`src/rtl/arb_req_pkg.sv`:
```
// Shared types and defaults for the arbiter request front end.
package arb_req_pkg;

    // Per-channel slot state.
    typedef enum logic [1:0] {
        EMPTY   = 2'd0,
        REQ     = 2'd1,
        SERVE   = 2'd2,
        RELEASE = 2'd3
    } chan_state_e;

    localparam int CNT_W_DEF       = 3;
    localparam int HOLD_CYCLES_DEF = 4;
    localparam int WDOG_LIMIT_DEF  = 64;
    localparam int WDOG_W          = 16;
    // Hold counter width covers HOLD_CYCLES up to 255.
    localparam int HOLD_W          = 8;

endpackage

```
`src/rtl/arb_req_frontend_chan.sv`:
```
// One request channel: pending counter, slot FSM, hold counter and the
// optional starvation watchdog (compiled in with ARB_REQ_WATCHDOG_EN).
module arb_req_chan
    import arb_req_pkg::*;
#(
    parameter int CNT_W       = CNT_W_DEF,
    parameter int HOLD_CYCLES = HOLD_CYCLES_DEF
`ifdef ARB_REQ_WATCHDOG_EN
    ,
    parameter int WDOG_LIMIT  = WDOG_LIMIT_DEF
`endif
) (
    input  logic             clock,
    input  logic             reset,
    input  logic             req_in,
    input  logic             gnt,
    input  logic             ovf_clr,
    output logic             req,
    output logic             done,
    output logic [CNT_W-1:0] pend,
    output logic             ovf,
    output logic             starve,
    output chan_state_e      state
);

    localparam logic [CNT_W-1:0]  PEND_MAX  = '1;
    localparam logic [HOLD_W-1:0] HOLD_LOAD = HOLD_W'(HOLD_CYCLES - 1);

    chan_state_e       state_q, state_d;
    logic [HOLD_W-1:0] hold_q, hold_d;
    logic [CNT_W-1:0]  pend_q, pend_d;
    logic              retire;
    logic              ovf_set;
    logic              ovf_q, req_q, done_q;

    // A slot retires on the last granted SERVE cycle.
    assign retire = (state_q == SERVE) && gnt && (hold_q == '0);

    // Pending count: a pulse and a retire together cancel; a pulse at
    // saturation is dropped and flagged.
    always_comb begin
        pend_d  = pend_q;
        ovf_set = 1'b0;
        if (req_in && !retire) begin
            if (pend_q == PEND_MAX) ovf_set = 1'b1;
            else                    pend_d  = pend_q + CNT_W'(1);
        end else if (!req_in && retire) begin
            pend_d = pend_q - CNT_W'(1);
        end
    end

    // Slot FSM next state and hold counter; gnt outside REQ/SERVE is ignored.
    always_comb begin
        state_d = state_q;
        hold_d  = hold_q;
        case (state_q)
            EMPTY: begin
                if (pend_d != '0) state_d = REQ;
            end
            REQ: begin
                if (gnt) begin
                    state_d = SERVE;
                    hold_d  = HOLD_LOAD;
                end
            end
            SERVE: begin
                if (!gnt)                 state_d = REQ;
                else if (hold_q == '0)    state_d = RELEASE;
                else                      hold_d  = hold_q - HOLD_W'(1);
            end
            RELEASE: begin
                if (!gnt) state_d = (pend_d != '0) ? REQ : EMPTY;
            end
            default: state_d = EMPTY;
        endcase
    end

    // FSM state and hold counter registers.
    always_ff @(posedge clock or negedge reset) begin
        if (!reset) begin
            state_q <= EMPTY;
            hold_q  <= '0;
        end else begin
            state_q <= state_d;
            hold_q  <= hold_d;
        end
    end

    // Pending count, sticky overflow (set beats clear) and registered outputs.
    always_ff @(posedge clock or negedge reset) begin
        if (!reset) begin
            pend_q <= '0;
            ovf_q  <= 1'b0;
            req_q  <= 1'b0;
            done_q <= 1'b0;
        end else begin
            pend_q <= pend_d;
            if (ovf_set)      ovf_q <= 1'b1;
            else if (ovf_clr) ovf_q <= 1'b0;
            req_q  <= (state_q == REQ) || (state_q == SERVE);
            done_q <= retire;
        end
    end

`ifdef ARB_REQ_WATCHDOG_EN
    logic [WDOG_W-1:0] wait_q;
    logic              starve_q;

    // Count cycles spent waiting in REQ; flag starvation once the limit is hit.
    always_ff @(posedge clock or negedge reset) begin
        if (!reset) begin
            wait_q   <= '0;
            starve_q <= 1'b0;
        end else begin
            if (state_q == REQ) begin
                if (wait_q != '1) wait_q <= wait_q + WDOG_W'(1);
            end else begin
                wait_q <= '0;
            end
            if ((state_q == REQ) && (wait_q == WDOG_W'(WDOG_LIMIT))) starve_q <= 1'b1;
            else if (ovf_clr)                                      starve_q <= 1'b0;
        end
    end

    assign starve = starve_q;
`else
    assign starve = 1'b0;
`endif

    assign req   = req_q;
    assign done  = done_q;
    assign pend  = pend_q;
    assign ovf   = ovf_q;
    assign state = state_q;

endmodule

```
`src/rtl/arb_req_frontend.sv`:
```
// Request-conditioning stage in front of the two-requester grant FSM.
// Optional starvation watchdog: define ARB_REQ_WATCHDOG_EN.
//
// req/gnt handshake: req_k is a level, high while channel k waits (REQ) or
// is being served (SERVE); gnt_k is sampled every cycle. HOLD_CYCLES
// consecutive granted SERVE cycles complete a slot (done_k pulses), after
// which req_k drops for at least one cycle and stays low until gnt_k is seen
// low, so the arbiter passes through IDLE before the next slot.
// state_0/state_1 expose each channel's FSM state for observation.
module arb_req_frontend
    import arb_req_pkg::*;
#(
    parameter int CNT_W       = CNT_W_DEF,
    parameter int HOLD_CYCLES = HOLD_CYCLES_DEF
`ifdef ARB_REQ_WATCHDOG_EN
    ,
    parameter int WDOG_LIMIT  = WDOG_LIMIT_DEF
`endif
) (
    input  logic             clock,
    input  logic             reset,
    input  logic             req_in_0,
    input  logic             req_in_1,
    input  logic             gnt_0,
    input  logic             gnt_1,
    input  logic             ovf_clr,
    output logic             req_0,
    output logic             req_1,
    output logic             done_0,
    output logic             done_1,
    output logic [CNT_W-1:0] pend_0,
    output logic [CNT_W-1:0] pend_1,
    output logic             ovf_0,
    output logic             ovf_1,
    output logic             starve_0,
    output logic             starve_1,
    output chan_state_e      state_0,
    output chan_state_e      state_1
);

    arb_req_chan #(
        .CNT_W       (CNT_W),
        .HOLD_CYCLES (HOLD_CYCLES)
`ifdef ARB_REQ_WATCHDOG_EN
        ,
        .WDOG_LIMIT  (WDOG_LIMIT)
`endif
    ) u_chan_0 (
        .clock   (clock),
        .reset   (reset),
        .req_in  (req_in_0),
        .gnt     (gnt_0),
        .ovf_clr (ovf_clr),
        .req     (req_0),
        .done    (done_0),
        .pend    (pend_0),
        .ovf     (ovf_0),
        .starve  (starve_0),
        .state   (state_0)
    );

    arb_req_chan #(
        .CNT_W       (CNT_W),
        .HOLD_CYCLES (HOLD_CYCLES)
`ifdef ARB_REQ_WATCHDOG_EN
        ,
        .WDOG_LIMIT  (WDOG_LIMIT)
`endif
    ) u_chan_1 (
        .clock   (clock),
        .reset   (reset),
        .req_in  (req_in_1),
        .gnt     (gnt_1),
        .ovf_clr (ovf_clr),
        .req     (req_1),
        .done    (done_1),
        .pend    (pend_1),
        .ovf     (ovf_1),
        .starve  (starve_1),
        .state   (state_1)
    );

endmodule

```
`config.mk`:
```
export PLATFORM = sky130hd
export DESIGN_NAME = arb_req_frontend
export DESIGN_NICKNAME = d
export VERILOG_FILES = /design/src/rtl/arb_req_pkg.sv /design/src/rtl/arb_req_frontend_chan.sv /design/src/rtl/arb_req_frontend.sv
export SDC_FILE = /design/constraint.sdc
export NUM_CORES = 1
export LEC_CHECK = 0
export CORE_ASPECT_RATIO = 1.5
export CORE_MARGIN = 4
export CORE_UTILIZATION = 60
export DETAILED_ROUTE_END_ITERATION = 8
export PLACE_DENSITY = 0.91
export SETUP_SLACK_MARGIN = 0.02
export SLEW_MARGIN = 40
export SYNTH_ARGS = -nofsm -noshare
export SYNTH_HDL_FRONTEND = slang
export SYNTH_SLANG_ARGS = --single-unit
```
`constraint.sdc`:
```
create_clock -name clock -period 7 [get_ports clock]
set_input_delay 0.7 -clock clock [delete_from_list [all_inputs] [get_ports clock]]
set_output_delay 0.7 -clock clock [all_outputs]
set_load 0.02 [all_outputs]
```
==> results of run 1 <==
==> placed cells by master, fill, tap and decap left out, types with 5 or more instances in the layout <==
| cell | count |
|---|---|
| a21oi_1 | 8 |
| a31oi_1 | 7 |
| and2_1 | 5 |
| clkdlybuf4s50_1 | 22 |
| nand2_1 | 12 |
| xor2_1 | 10 |
| ha_1 | 18 |
| inv_1 | 19 |
| clkbuf_8 | 5 |
| nand3_1 | 11 |
| nor2_1 | 22 |
| dfrtp_1 | 32 |
==> state kept, by name (all words and copies together), names as in the netlist <==
signal / flops
u_chan_0.ovf: 1
u_chan_0.state: 2
u_chan_1.hold_q: 8
u_chan_0.hold_q: 8
u_chan_1.done: 1
u_chan_0.done: 1
u_chan_1.req: 1
u_chan_1.ovf: 1
u_chan_1.state: 2
u_chan_1.pend: 3
u_chan_0.pend: 3
u_chan_0.req: 1
==> per-layer routing <==
layer  track usage, %  wire length (microns)  up-vias
met5                0                      0        -
li1                 -                      -      827
met2             39.2                   2320       42
met4             11.9                    112        0
met1             20.5                   1660      820
met3             4.88                    178       11
==> worst paths after layout <==
kind                                    start            endpoint  cells after the start
hold / removal                   u_chan_1.ovf        u_chan_1.ovf                      2
setup / recovery                     req_in_1   u_chan_1.state[0]                      7
min in group asynchronous               reset  u_chan_0.hold_q[6]                      2
max in group asynchronous               reset  u_chan_1.hold_q[6]                      2
setup reg to reg           u_chan_1.hold_q[2]   u_chan_1.state[0]                      6
hold reg to reg                  u_chan_1.ovf        u_chan_1.ovf                      2
==> tightest hold or removal path: stages, from the launching register on <==
cell	delay (ns)
dfrtp_1	0.37
inv_1	0.05
o22ai_1	0.06
==> power breakdown <==
group / internal [uW] / switching [uW] / leakage [uW]
clock: 106 / 68.7 / 0.0000552
sequential: 253 / 74.1 / 0.000394
combinational: 213 / 289 / 0.000664
total: 571 / 432 / 0.00111
==> cell families (layout without fill, tap and decap cells) <==
family / after synthesis / in the layout / share of synthesized area, %
adders and majority gates: 18 / 18 / 11.1
other: 1 / 2 / 0.184
AOI/OAI and AO/OA: 46 / 46 / 15.9
buffers and inverters: 26 / 51 / 5.42
and+or+nand+nor: 81 / 81 / 21.7
DFF: 32 / 32 / 39.4
xor gates and xnor gates: 11 / 11 / 4.74
muxes: 3 / 3 / 1.54
==> area by class of cell <==
| class | instances | area, sq um | area share [%] |
|---|---|---|---|
| repair buffers | 23 | 228 | 9.54 |
| clock buffers | 6 | 72.6 | 3.04 |
| multi-input cells | 161 | 1130 | 47.2 |
| well taps | 40 | 50.0 | 2.10 |
| clock inverters | 2 | 35.0 | 1.47 |
| inverters | 20 | 75.1 | 3.14 |
| flip-flops and latches | 32 | 801 | 33.5 |
==> stage by stage <==
stage	instance area [sq um]	setup WS (ns)	std cells	hold WS, ns
2_1_floorplan	2040	4.66	219	0.404
3_5_place_dp	2280	4.12	276	0.523
5_1_grt	2390	4.30	284	0.572
3_3_place_gp	2280	4.21	276	0.515
6_report	2390	4.39	284	0.528
4_1_cts	2390	4.42	284	0.530
==> results.toml, run 1 <==
[timing]
fmax_mhz = 383
slew_violations = 0
worst_clock_skew_ns = 0.0107
fin_setup_tns_ns = 0
finalCritPeriodShare_pct = 37.3
tightest_slew_ns = 0.640
slew_headroom_pct = 57.0
rsz0062_at_grt = "false"
setup_violations = 0
hold_viol = 0
fin_crit_ns = 2.61

[synth]
netlist_area_sq_mm = 0.00203
synth_common_cells = "32 x dfrtp_1, 22 x nor2_1, 19 x inv_1"
avgSynthCellArea_sq_um = 9.33
synth_cell_types = 52
netlist.area_leader.share_pct = 39.4
synth_area_leaders = "dfrtp_1 39%, ha_1 11%, xor2_1 4.3%"
synth_top_cell_by_area = "dfrtp_1"
synthArstFlopShare_pct = 100
ys.flop_type = "dfrtp_1"
synth_cells = 218
ys_warn_count = 0
synth_seq_cells = 32
ys_seq_area_share_pct = 39.4
synth_most_common_cell = "dfrtp_1"
synth-edff-count = 0

[clocking]
htree_levels = 2
tritoncts = "built"
clk_latency_ns = 0.29
numCtsBuffers = 5
cts_setup_buffers = 0
cts-root-buf = "clkbuf_8"
clkSlewWorstSetupHoldPaths_ns = 0.06
cts_buffer_depth = 2
ctsResizeCount = 0
ctsHoldBuffers = 0
numClockSinks = 32

[global_route]
track_usage_pct = 20.9
grt_pass1_wl_mm = 7.29
grt_pass1_vias = 1694
grt_overflow = 0
grt_max_degree = 33
antenna_found_initial = 0

[critical_path]
start_kind = "input port"
cp-end-kind = "flip-flop"
crit_fanout = 9
cpMaxStageDelayCell = "clkdlybuf4s50_1"
crit_path_max_incr_delay_ns = 0.64
critPathArrivalTime_ns = 2.77
critPathBufInv = 1
cpLargestDelayFamily = "compound AO/OA/AOI/OAI gates"
rrSetupSlack_ns = 4.52
required_ns = 7.16
criticalPathCategory = "in2reg"
path_cells = "clkdlybuf4s50_1 > a21boi_0 > o31ai_1 > a311oi_2 > nand4_1 > a211oi_1 > o32ai_1"

[min_path]
hold_path_class = "reg2reg"

[pwr]
powerDensity_mw_per_mm2 = 420
power.static_leakage_uw = 0.00111
irDropWorstVdd_v = 0.000415
power.total_uw = 1000

[final_layout]
n_fill_cell = 248
drive_above_1_share_pct = 6.15
syn_to_final_growth_pct = 17.4
antennaDiodeCount = 0
nNetsFinal = 268
fin_util_pct = 74.1

[detailed_routing]
route.antenna.remaining_nets = 0
initialDrtViolationCount = 46
wirelength_mm = 4.27
drc = 0
routedWlPerCell_microns = 15.0
dr.pass1.iters = 4
via_per_inst = 5.99
vias = 1700

[placed_design]
routabilityCongestion = 0.882
hpwl_mm = 3.10
numPortBuffers = 22

[floorplanning]
pin_count = 25
die_x_microns = 55.5
core_area_sq_mm = 0.00322
dieArea_sq_mm = 0.00440
start_util_pct = 63.1
die_y_microns = 79.3
std_cell_rows = 25

[run]
max_cap_viol_count = 0

[run_status]
status = "completed"
(Power assumes the default switching activity.)
==> run 2: changes to the inputs <==
--- a/config.mk
+++ b/config.mk
@@ -7,9 +7,9 @@
 export LEC_CHECK = 0
 export CORE_ASPECT_RATIO = 1.5
 export CORE_MARGIN = 4
-export CORE_UTILIZATION = 60
+export CORE_UTILIZATION = 50
 export DETAILED_ROUTE_END_ITERATION = 8
-export PLACE_DENSITY = 0.91
+export PLACE_DENSITY = 0.82
 export SETUP_SLACK_MARGIN = 0.02
 export SLEW_MARGIN = 40
 export SYNTH_ARGS = -nofsm -noshare
==> constraint.sdc (replaced) <==
create_clock -name clock -period 2.3 [get_ports clock]
set_input_delay 0.23 -clock clock [delete_from_list [all_inputs] [get_ports clock]]
set_output_delay 0.23 -clock clock [all_outputs]
set_load 0.02 [all_outputs]
==> run 2 against run 1 <==
The run now ends with setup timing left. Final area increased by 16%. Sequential cell count unchanged. Sequential power increased to 2.9 times the previous value. Non-clock buffer count increased by 34. Worst setup slack got worse by 4.4 ns. Critical endpoint is now u_chan_0.state[0]. Die area increased by 17%. Critical path depth increased by 1. Highest routed layer unchanged.
==> results.toml, run 2 (same netlist as run 1, synthesis figures left out) <==
[critical_path]
path_cells = "inv_2 > ha_4 > or3b_4 > nor3_4 > mux2i_2 > xnor2_2 > a31o_1 > a211o_1"
start_kind = "flip-flop"
crit_fanout = 5
rr_startpoint = "u_chan_0.hold_q[1]"
critPathArrivalTime_ns = 2.49
r2r-end = "u_chan_0.state[0]"
cpMaxStageDelayCell = "or3b_4"
rrSetupSlack_ns = -0.009
cp-end-kind = "flip-flop"
required_ns = 2.48
criticalPathCategory = "reg2reg"
crit_path_max_incr_delay_ns = 0.41
rr_worst_depth = 8

[clocking]
clkSlewWorstSetupHoldPaths_ns = 0.07
numCtsBuffers = 5
htree_levels = 2
clk_latency_ns = 0.29
cts-root-buf = "clkbuf_8"
cts_buffer_depth = 2
numClockSinks = 32
ctsHoldBuffers = 0
tritoncts = "built"

[floorplanning]
std_cell_rows = 28
start_util_pct = 51.8
core_area_sq_mm = 0.00392
dieArea_sq_mm = 0.00517
die_x_microns = 60.1
die_y_microns = 86.1
pin_count = 25

[timing]
worst_clock_skew_ns = 0.00529
layout_setup_ws_ns = -0.00938
finalCritPeriodShare_pct = 100
hold_ws_ns = 0.341
setup_violations = 1
fin_crit_ns = 2.31
hold_viol = 0
fmax_mhz = 433
rsz0062_at_grt = "true"
slew_violations = 0

[global_route]
grt_pass1_wl_mm = 7.50
top_usage_layer = "met2"
met3_usage_pct = 4.07
grt_max_degree = 33
use_met1_pct = 19.5
grt_overflow = 0
antenna_found_initial = 0
met2_usage_pct = 34.6
track_usage_pct = 18.8
grt_pass1_vias = 1768

[run]
max_cap_viol_count = 0

[pwr]
power.total_uw = 3640
seqPwrFrac_pct = 25.6
irDropWorstVdd_v = 0.000974
power.static_leakage_uw = 0.00129
pwr-share-comb_pct = 58.0
cell_internal_pwr_uw = 2150
powerDensity_mw_per_mm2 = 1320
clkPwrFrac_pct = 16.4
swShare_pct = 41.1
p_sw_uw = 1500

[detailed_routing]
drc = 0
wirelength_mm = 5.10
initialDrtViolationCount = 62
vias = 1838
via_per_inst = 5.69
route.antenna.remaining_nets = 0
dr.pass1.iters = 4
routedWlPerCell_microns = 15.8

[final_layout]
n_fill_cell = 288
antennaDiodeCount = 0
syn_to_final_growth_pct = 35.7
final_common_cell = "buf_4"
nNetsFinal = 302
final_cell_mix = "35 x buf_4, 32 x dfrtp_1, 22 x nor2_1, 22 x clkdlybuf4s50_1"
drive_above_1_share_pct = 24.1
reg.largest.list = "u_chan_0.hold_q x8, u_chan_1.hold_q x8"

[run_status]
violations = "setup timing"
status = "complete, but fails checks"

[min_path]
hold_path_class = "in2async"

[placed_design]
dp_worst_setup_slack_ns = 0.000307
numPortBuffers = 22
routabilityCongestion = 0.871
hpwl_mm = 3.37
## run 2: layer usage
metal	vias up	part of all wire, %
met3	16	3.2
met4	0	3.6
met2	47	57
li1	895	-
met5	-	0
met1	880	36
## run 2: repair_timing
| action | in CTS | in global routing |
|---|---|---|
| resized for setup | 2 | 19 |
| cloned | 0 | 0 |
| setup endpoints to repair | 2 | 5 |
| setup buffers | 0 | 8 |
| pin swaps | 0 | 15 |
## run 2: cell type report
cell class	instances	area, sq um	share of cell area, %
Multi-Input combinational cell	161	1220	44.1
Inverter	20	75.1	2.72
Clock buffer	7	96.3	3.49
Clock inverter	1	30.0	1.09
Timing Repair Buffer	57	483	17.5
Tap cell	45	56.3	2.04
Sequential cell	32	801	29.0
## run 2: worst max-delay path by stage
stage | startpoint | endpoint | slack [ns] | cells after the start
2_1_floorplan | u_chan_1.state[0] | u_chan_1.state[0] | 0.03 | 9
3_5_place_dp | u_chan_1.hold_q[1] | u_chan_1.state[0] | 0.0003 | 8
3_3_place_gp | u_chan_0.hold_q[0] | u_chan_0.state[0] | 0.07 | 8
5_1_grt | u_chan_0.hold_q[0] | u_chan_0.state[0] | -0.10 | 8
6_report | u_chan_0.hold_q[1] | u_chan_0.state[0] | -0.009 | 8
4_1_cts | u_chan_1.hold_q[1] | u_chan_1.state[0] | 0.008 | 8
## run 2: worst max-delay path: cells and delay by family (launching register included)
kind            cells  cell delay, ns
compound gates      2            0.46
simple gates        2            0.77
xor+xnor            1            0.20
fa+ha+maj           1            0.13
mux                 1            0.16
flops               1            0.40
buf+inv             1            0.09
## run 2: per-stage QoR
stage	util [%]	setup TNS [ns]	cell area, sq um	std cells
floorplan	-	0	2040	219
global placement	63.2	0	2480	307
detailed placement	63.2	0	2480	307
CTS	66.7	0	2620	315
global route	70.3	-0.194	2760	323
finish	70.3	-0.00938	2760	323
## run 2: power groups by stage
stage,combinational [uW],sequential (uW),clock [uW]
4_1_cts,1900,921,608
3_3_place_gp,1800,920,0
5_1_grt,2300,961,636
3_5_place_dp,1850,929,0
6_report,2110,933,596
2_1_floorplan,946,1080,0
==> run 3: changes to the inputs <==
--- a/config.mk
+++ b/config.mk
@@ -11,6 +11,7 @@
 export DETAILED_ROUTE_END_ITERATION = 8
 export PLACE_DENSITY = 0.82
 export SETUP_SLACK_MARGIN = 0.02
+export SKIP_LAST_GASP = 1
 export SLEW_MARGIN = 40
 export SYNTH_ARGS = -nofsm -noshare
 export SYNTH_HDL_FRONTEND = slang
==> constraint.sdc (replaced) <==
create_clock -name clock -period 2.3 [get_ports clock]
set_input_delay 0.23 -clock clock [delete_from_list [all_inputs] [get_ports clock]]
set_output_delay 0.23 -clock clock [all_outputs]
set_load 0.1 [all_outputs]
==> run 3 against run 2 <==
The run now ends clean. Clock skew barely moved. Non-clock buffer count fell by 8. Critical path depth did not move. Die area did not move. Register-to-register slack improved by 0.03 ns. Sequential share of layout area rose by 1.9 points. Count of clock-buffer cells in the layout fell by 1. Final area fell by 3.9%. Largest cell class unchanged.
==> results.toml, run 3 (same netlist as run 1, synthesis figures left out) <==
[detailed_routing]
drc = 0
initialDrtViolationCount = 55
via_per_inst = 5.86
vias = 1845
wirelength_mm = 4.76
routedWlPerCell_microns = 15.1
dr.pass1.iters = 4
route.antenna.remaining_nets = 0

[critical_path]
crit_fanout = 5
cpLargestDelayFamily = "compound AO/OA/AOI/OAI gates"
path_cells = "inv_2 > ha_4 > or3b_4 > o311a_1 > a311oi_2 > nand4_1 > a211oi_2 > o32ai_1"
start_kind = "flip-flop"
cp-end-kind = "flip-flop"
crit_path_max_incr_delay_ns = 0.41
criticalPathCategory = "reg2reg"
critPathBufInv = 1
cpMaxStageDelayCell = "dfrtp_1"
critPathArrivalTime_ns = 2.44
required_ns = 2.46

[global_route]
antenna_found_initial = 0
grt_max_degree = 33
track_usage_pct = 19.7
grt_pass1_vias = 1781
grt_overflow = 0
grt_pass1_wl_mm = 7.73

[floorplanning]
start_util_pct = 51.8
die_y_microns = 86.1
die_x_microns = 60.1
std_cell_rows = 28
dieArea_sq_mm = 0.00517
pin_count = 25
core_area_sq_mm = 0.00392

[timing]
fmax_mhz = 439
finalCritPeriodShare_pct = 99.1
setup_violations = 0
layout_setup_ws_ns = 0.0198
fin_crit_ns = 2.28
worst_clock_skew_ns = 0.00529
slew_violations = 0
rsz0062_at_grt = "true"
hold_viol = 0

[pwr]
cell_internal_pwr_uw = 1920
pwr-share-comb_pct = 63.7
p_sw_uw = 2120
powerDensity_mw_per_mm2 = 1520
power.static_leakage_uw = 0.00125
irDropWorstVdd_v = 0.00163
seqPwrFrac_pct = 25.1
clkPwrFrac_pct = 11.2
swShare_pct = 52.5

[clocking]
tritoncts = "built"
numClockSinks = 32
cts_buffer_depth = 2
ctsHoldBuffers = 0
numCtsBuffers = 5
clk_latency_ns = 0.29
clkSlewWorstSetupHoldPaths_ns = 0.07
cts-root-buf = "clkbuf_8"
htree_levels = 2

[min_path]
hold_path_class = "in2async"

[placed_design]
routabilityCongestion = 0.871
numPortBuffers = 22
hpwl_mm = 3.27
dp_worst_setup_slack_ns = 0.0403

[final_layout]
final_common_cell = "buf_4"
nNetsFinal = 294
drive_above_1_share_pct = 32.2
reg.largest.list = "u_chan_0.hold_q x8, u_chan_1.hold_q x8"
antennaDiodeCount = 0
final_cell_mix = "43 x buf_4, 24 x dfrtp_1, 22 x nor2_1"
syn_to_final_growth_pct = 30.4
fin_util_pct = 67.6

[run_status]
status = "completed"

[run]
max_cap_viol_count = 0
==> run 3: cell type report <==
type,count,area (sq um)
multi-input cells,161,1220
inverters,20,77.6
clock buffers,6,82.6
flip-flops and latches,32,821
fillers,297,1270
repair buffers,49,383
clock inverters,2,10.0
well taps,45,56.3
==> run 3: per-stage QoR <==
stage | power [uW] | instance area, sq um | setup TNS (ns) | instances | hold slack, ns
3_5_place_dp | 3370 | 2420 | 0 | 300 | 0.529
3_3_place_gp | 3330 | 2420 | 0 | 300 | 0.517
6_report | 4040 | 2650 | 0 | 315 | 0.342
5_1_grt | 4300 | 2650 | -0.135 | 315 | 0.372
2_1_floorplan | 2730 | 2070 | 0 | 219 | -0.0656
4_1_cts | 3860 | 2530 | 0 | 309 | 0.353
==> run 3: timing repair <==
action,in CTS,in global routing
resized for setup,4,17
pin swaps,1,15
buffers inserted,1,6
endpoints found under the setup margin,1,4
gates cloned,0,0
==> run 3: path summary, 6_finish.rpt <==
check                                        start                end  slack (ns)  cells after the start
min in group clock                    u_chan_0.ovf       u_chan_0.ovf        0.54                      2
max in group asynchronous                    reset  u_chan_0.state[0]        1.62                      2
worst max-delay path            u_chan_1.hold_q[0]  u_chan_1.state[0]        0.02                      8
worst min register to register        u_chan_0.ovf       u_chan_0.ovf        0.54                      2
worst min-delay path                         reset   u_chan_1.pend[2]        0.34                      2
worst max register to register  u_chan_1.hold_q[0]  u_chan_1.state[0]        0.02                      8
==> run 3: power groups by stage <==
stage / clock [uW] / sequential, uW / combinational [uW]
2_1_floorplan: 0 / 1760 / 976
3_3_place_gp: 0 / 1000 / 2330
3_5_place_dp: 0 / 1010 / 2360
4_1_cts: 461 / 1000 / 2400
5_1_grt: 489 / 1050 / 2760
6_report: 451 / 1010 / 2570
==> run 3: worst reg2reg max path, cell delays in order (launching register included) <==
cell and delay, ns:
dfrtp_1 0.41, inv_2 0.10, ha_4 0.14, or3b_4 0.40, o311a_1 0.31, a311oi_2 0.34, nand4_1 0.16, a211oi_2 0.20
o32ai_1 0.09
==> run 3: metal layers <==
layer | up-vias | track usage [%] | part of all wire, %
li1 | 879 | - | -
met3 | 16 | 2.71 | 4.1
met2 | 61 | 36.0 | 54
met4 | 0 | 11.3 | 3.7
met5 | - | 0 | 0
met1 | 889 | 20.2 | 38
